--- config.mk ---
export PLATFORM = sky130hd
export DESIGN_NAME = rca_word_sequencer
export DESIGN_NICKNAME = d
export VERILOG_FILES = /design/src/rtl/rca_word_sequencer.sv
export SDC_FILE = /design/constraint.sdc
export NUM_CORES = 1
export LEC_CHECK = 0
export CORE_UTILIZATION = 54
export DETAILED_ROUTE_END_ITERATION = 10
export PLACE_DENSITY = 0.84
export SETUP_SLACK_MARGIN = 0.1
export SYNTH_ARGS = -nofsm -noshare
export SYNTH_HDL_FRONTEND = slang
export SYNTH_SLANG_ARGS = --single-unit
--- constraint.sdc ---
create_clock -name clk -period 7.7 [get_ports clk]
set_input_delay 0.77 -clock clk [delete_from_list [all_inputs] [get_ports clk]]
set_output_delay 0.77 -clock clk [all_outputs]
set_load 0.005 [all_outputs]
--- src/rtl/rca_word_sequencer.sv ---
// Multi-cycle wide add/subtract built on one 8-bit ripple-carry adder, one byte slice per clock.
// Optional RCA_SEQ_ZERO_EN adds a registered zero flag for the completed result.
module rca_word_sequencer #(
    parameter int NBYTES = 4,
    localparam int W = 8 * NBYTES
) (
    input  logic         clk,
    input  logic         rst,
    input  logic         start,
    input  logic         op_sub,
    input  logic [W-1:0] a,
    input  logic [W-1:0] b,
    output logic         busy,
    output logic         done,
    output logic [W-1:0] result,
    output logic         cout,
`ifdef RCA_SEQ_ZERO_EN
    output logic         zero,
`endif
    output logic         overflow
);

    localparam int IDXW = (NBYTES > 1) ? $clog2(NBYTES) : 1;
    localparam logic [IDXW-1:0] LAST_IDX = IDXW'(NBYTES - 1);

    typedef enum logic [1:0] {
        ST_IDLE = 2'd0,
        ST_RUN  = 2'd1,
        ST_DONE = 2'd2
    } state_t;

    state_t state_q, state_d;

    logic [IDXW-1:0] idx_q, idx_d;
    logic            carry_q, carry_d;
    logic [W-1:0]    a_q, a_d;
    logic [W-1:0]    b_q, b_d;
    logic            sub_q, sub_d;
    logic [W-1:0]    result_q, result_d;
    logic            cout_q, cout_d;
    logic            ovf_q, ovf_d;

    logic            accept;
    logic            last_slice;
    logic [7:0]      slice_a;
    logic [7:0]      slice_b;
    logic            slice_cin;
    logic [7:0]      slice_sum;
    logic [8:0]      rc;

    // A new operation may begin in IDLE or in the DONE cycle; RUN ignores start.
    assign accept     = start && (state_q != ST_RUN);
    assign last_slice = (idx_q == LAST_IDX);

    assign slice_a   = a_q[{idx_q, 3'b000} +: 8];
    assign slice_b   = b_q[{idx_q, 3'b000} +: 8] ^ {8{sub_q}};
    assign slice_cin = (idx_q == '0) ? sub_q : carry_q;

    assign rc[0] = slice_cin;
    for (genvar gi = 0; gi < 8; gi++) begin : g_rca
        assign slice_sum[gi] = slice_a[gi] ^ slice_b[gi] ^ rc[gi];
        assign rc[gi+1]      = (slice_a[gi] & slice_b[gi]) | (rc[gi] & (slice_a[gi] ^ slice_b[gi]));
    end

    always_ff @(posedge clk) begin
        if (rst) begin
            state_q <= ST_IDLE;
        end else begin
            state_q <= state_d;
        end
    end

    always_comb begin
        state_d = state_q;
        case (state_q)
            ST_IDLE: if (accept) state_d = ST_RUN;
            ST_RUN:  if (last_slice) state_d = ST_DONE;
            ST_DONE: state_d = accept ? ST_RUN : ST_IDLE;
            default: state_d = ST_IDLE;
        endcase
    end

    always_comb begin
        busy = (state_q == ST_RUN);
        done = (state_q == ST_DONE);
    end

`ifdef RCA_SEQ_ZERO_EN
    logic nz_q, nz_d;
    logic zero_q, zero_d;
`endif

    always_comb begin
        idx_d    = idx_q;
        carry_d  = carry_q;
        a_d      = a_q;
        b_d      = b_q;
        sub_d    = sub_q;
        result_d = result_q;
        cout_d   = cout_q;
        ovf_d    = ovf_q;
`ifdef RCA_SEQ_ZERO_EN
        nz_d     = nz_q;
        zero_d   = zero_q;
`endif
        if (accept) begin
            a_d     = a;
            b_d     = b;
            sub_d   = op_sub;
            idx_d   = '0;
            carry_d = 1'b0;
`ifdef RCA_SEQ_ZERO_EN
            nz_d    = 1'b0;
`endif
        end else if (state_q == ST_RUN) begin
            result_d[{idx_q, 3'b000} +: 8] = slice_sum;
            carry_d = rc[8];
            idx_d   = last_slice ? '0 : idx_q + 1'b1;
`ifdef RCA_SEQ_ZERO_EN
            nz_d    = nz_q | (|slice_sum);
`endif
            if (last_slice) begin
                cout_d = rc[8];
                // Signed overflow: operands agree in sign but the result sign differs.
                ovf_d  = (a_q[W-1] == (b_q[W-1] ^ sub_q)) && (slice_sum[7] != a_q[W-1]);
`ifdef RCA_SEQ_ZERO_EN
                zero_d = ~(nz_q | (|slice_sum));
`endif
            end
        end
    end

    always_ff @(posedge clk) begin
        if (rst) begin
            idx_q    <= '0;
            carry_q  <= 1'b0;
            a_q      <= '0;
            b_q      <= '0;
            sub_q    <= 1'b0;
            result_q <= '0;
            cout_q   <= 1'b0;
            ovf_q    <= 1'b0;
        end else begin
            idx_q    <= idx_d;
            carry_q  <= carry_d;
            a_q      <= a_d;
            b_q      <= b_d;
            sub_q    <= sub_d;
            result_q <= result_d;
            cout_q   <= cout_d;
            ovf_q    <= ovf_d;
        end
    end

`ifdef RCA_SEQ_ZERO_EN
    always_ff @(posedge clk) begin
        if (rst) begin
            nz_q   <= 1'b0;
            zero_q <= 1'b0;
        end else begin
            nz_q   <= nz_d;
            zero_q <= zero_d;
        end
    end

    assign zero = zero_q;
`endif

    assign result   = result_q;
    assign cout     = cout_q;
    assign overflow = ovf_q;

endmodule

==> results.tsv <==
stage	metric	value	unit
placed_design	gpl congestion	0.841	
grt	GRT overflow	0	
yosys	Synth Cell Area	0.00467	sq mm
worst_setup_path	Reg2Reg Depth	14	
final_layout	area growth from synthesis to layout	23.9	%
detailed_routing	Pre-antenna DRT Iters	5	
yosys	Yosys reg bits	104	
clock_network	cts bufs inserted	9	
sta	clk_skew	0.00581	ns
clock_network	CTS tree	yes	
worst_setup_path	R2R Path End	overflow	
detailed_routing	detailed-route DRC error count	0	
die	die height	95.0	microns
final_layout	commonest non-fill, non-tap cell in the layout	dfxtp_1	
clock_network	clock sink count	104	
sta	fmax	0.179	GHz
worst_setup_path	r2r startpoint	idx_q[0]	
sta	worst slew pin tran	1.16	ns
clock_network	Clock Pin Slew Worst Setup and Hold Paths	0.10	ns
yosys	syn nets	582	
yosys	Mean Syn Cell Area	9.34	sq um
worst_setup_path	crit path DAT	5.86	ns
yosys	FFs w/ async S/R, synth	0	%
detailed_routing	drt wl/cell	17.3	microns
worst_hold_path	Hold WC Path Type	reg -> reg	
final_layout	Nets	648	
yosys	Post-Synthesis Cells	500	
power	LEAKAGE	0.00201	uW
clock_network	Clock Tree Buf Depth	2	
worst_setup_path	CP endpoint kind	flip-flop	
die	I/O pins	104	
grt	largest net degree at the start of global routing	105	
yosys	post-synthesis sequential area ratio	44.6	%
clock_network	CTS resizes	0	
worst_setup_path	worst setup path category	reg -> reg	
worst_setup_path	worst-path fanout max	18	
clock_network	post-CTS setup repair buffer count	0	
power	power per cell area	185	mW/mm^2
yosys	count of cell types in the netlist	38	
worst_hold_path	Hold Path Cell Cnt	2	
status	outcome	complete, no violations	
final_layout	ant diodes	0	
clock_network	H-tree levels	3	
placed_design	Placed Cells incl. Taps	660	
yosys	synth top area cells	dfxtp_1 (45%), mux4_2 (7.7%), a21oi_1 (7.6%)	
clock_network	root buffer cell	clkbuf_8	
sta	Final Setup Violations	0	
power	Max IR drop VDD	0.131	mV
placed_design	Port Buf Inserts	103	
worst_setup_path	Crit. Startpoint	idx_q[0]	
sta	min Tclk post-route	5.59	ns
final_layout	final core utilization	69.7	%
yosys	synth warn	0	
yosys	Post-synth EDFFs	0	
yosys	most common flop cell mapped by yosys	dfxtp_1	
clock_network	Clk Latency, worst-skew pair	0.36	ns
grt	first-pass GRT wire length	18700	microns
sta	Final Hold Violating Endpoints	0	
detailed_routing	DR iter-0 viols	291	
worst_setup_path	Crit path required time	7.96	ns
job	max cap viols	0	
final_layout	share of layout cells above drive strength 1	8.42	%
sta	Slew Viols, Final	0	
detailed_routing	Detail Route Antenna Nets	0	
worst_setup_path	Worst Setup Start Kind	flip-flop	
detailed_routing	Via Count	4105	
final_layout	fill count	653	
sta	Slew headroom	21.9	%
yosys	top-area cell type share of the netlist area	44.6	%
grt	Total GRT Usage	27.2	%
sta	RSZ-0062 raised after global routing	no	
die	initial core utilization	56.2	%
final_layout	Finished Layout Cells	675	
grt	initial antenna violation count	0	
sta	setup TNS	0	ns
die	core box area	0.00830	sq mm
die	DIE AREA	0.00902	sq mm
clock_network	cts hold-fix bufs	0	
die	Chip Width	95.0	microns
worst_setup_path	CP endpoint	overflow	
die	num rows	33	
placed_design	HPWL Detailed	7990	microns
worst_setup_path	R2R Setup Slk	2.11	ns
detailed_routing	Via density	6.08	
detailed_routing	WL final	11700	microns
sta	Final period util	72.6	%
worst_hold_path	Worst Hold Launch	result[14]	
grt	vias in the first global route	3738	
yosys	largest area contributor in the netlist	dfxtp_1	
final_layout	commonest non-fill, non-tap cells in the layout	dfxtp_1 (104), clkdlybuf4s50_1 (101), a21oi_1 (71)	
==> worst min path at each step <==
| stage | endpoint | slack [ns] |
|---|---|---|
| global placement | result[22] | 0.45 |
| finish | result[14] | 0.47 |
| CTS | result[14] | 0.47 |
| floorplan | result[14] | 0.45 |
| detailed placement | result[14] | 0.46 |
| global route | a_q[12] | 0.50 |
==> cell usage after synthesis (2+ instances only) <==
library cell and instances:
a21oi_1 71, a32oi_1 28, buf_1 5, buf_2 11, buf_4 8, clkbuf_1 28
dfxtp_1 104, fa_1 8, ha_1 6, inv_1 7, inv_2 2, mux4_2 16
nand2_1 5, nand3_1 70, nand3b_1 4, nor2_1 30, nor2b_1 4, o21ai_0 65
or3_1 2, xnor2_1 2, xor2_1 7
==> worst max-delay path, stage by stage, from the launching register on <==
cell	delay, ns
dfxtp_1	0.91
inv_1	0.22
ha_1	0.32
mux2_2	0.29
fa_1	0.38
fa_1	0.39
fa_1	0.39
fa_1	0.39
fa_1	0.38
fa_1	0.36
inv_1	0.08
fa_1	0.18
fa_1	0.45
or3_1	0.42
a311oi_2	0.31
==> cells by family (layout without fill, tap and decap cells) <==
group                      after synthesis  after routing  share of synthesized area (%)
AOI/OAI and AO/OA                      169            169                           21.0
xor gates and xnor gates                 9              9                           1.69
adders and majority gates               14             14                           5.04
buffers and inverters                   63            133                           6.19
DFF                                    104            104                           44.6
muxes                                   18             18                           8.17
and+or+nand+nor                        123            123                           13.3
==> sequential cells by signal (all words and copies together), names as in the netlist <==
| signal | count |
|---|---|
| a_q | 32 |
| carry_q | 1 |
| idx_q | 2 |
| b_q | 32 |
| cout | 1 |
| sub_q | 1 |
| state_q | 2 |
| result | 32 |
| overflow | 1 |
==> routing by layer <==
| metal | wire, microns | vias to the layer above | share of wire (%) | track usage, % |
|---|---|---|---|---|
| met2 | 5860 | 167 | 50 | 44.1 |
| met1 | 4850 | 1964 | 41 | 36.4 |
| met5 | 0 | - | 0 | 0 |
| met3 | 737 | 22 | 6.3 | 4.43 |
| li1 | - | 1952 | - | - |
| met4 | 262 | 0 | 2.2 | 10.7 |
==> cell type report <==
type / count / area, sq um / share of cell area [%]
Multi-Input combinational cell: 333 / 2300 / 39.7
Sequential cell: 104 / 2080 / 36.0
Timing Repair Buffer: 109 / 1070 / 18.4
Clock buffer: 11 / 141 / 2.44
Tap cell: 105 / 131 / 2.27
Inverter: 9 / 33.8 / 0.584
Clock inverter: 4 / 31.3 / 0.541
==> power by group <==
| group | leakage, uW | switching, uW | internal (uW) |
|---|---|---|---|
| Sequential | 0.000849 | 18.7 | 562 |
| Combinational | 0.00108 | 98.9 | 84.5 |
| Clock | 0.0000776 | 181 | 125 |
| Total | 0.00201 | 299 | 772 |
==> through the flow <==
step / hold WS, ns / setup WS (ns) / power, uW / area (sq um)
after floorplan: 0.448 / 2.72 / 701 / 4670
after global placement: 0.453 / 2.31 / 768 / 5610
after detailed placement: 0.459 / 2.17 / 774 / 5610
after CTS: 0.472 / 2.09 / 1070 / 5790
after global routing: 0.498 / 1.80 / 1120 / 5790
final: 0.471 / 2.11 / 1070 / 5790
Power figures use the tool's default switching activity.
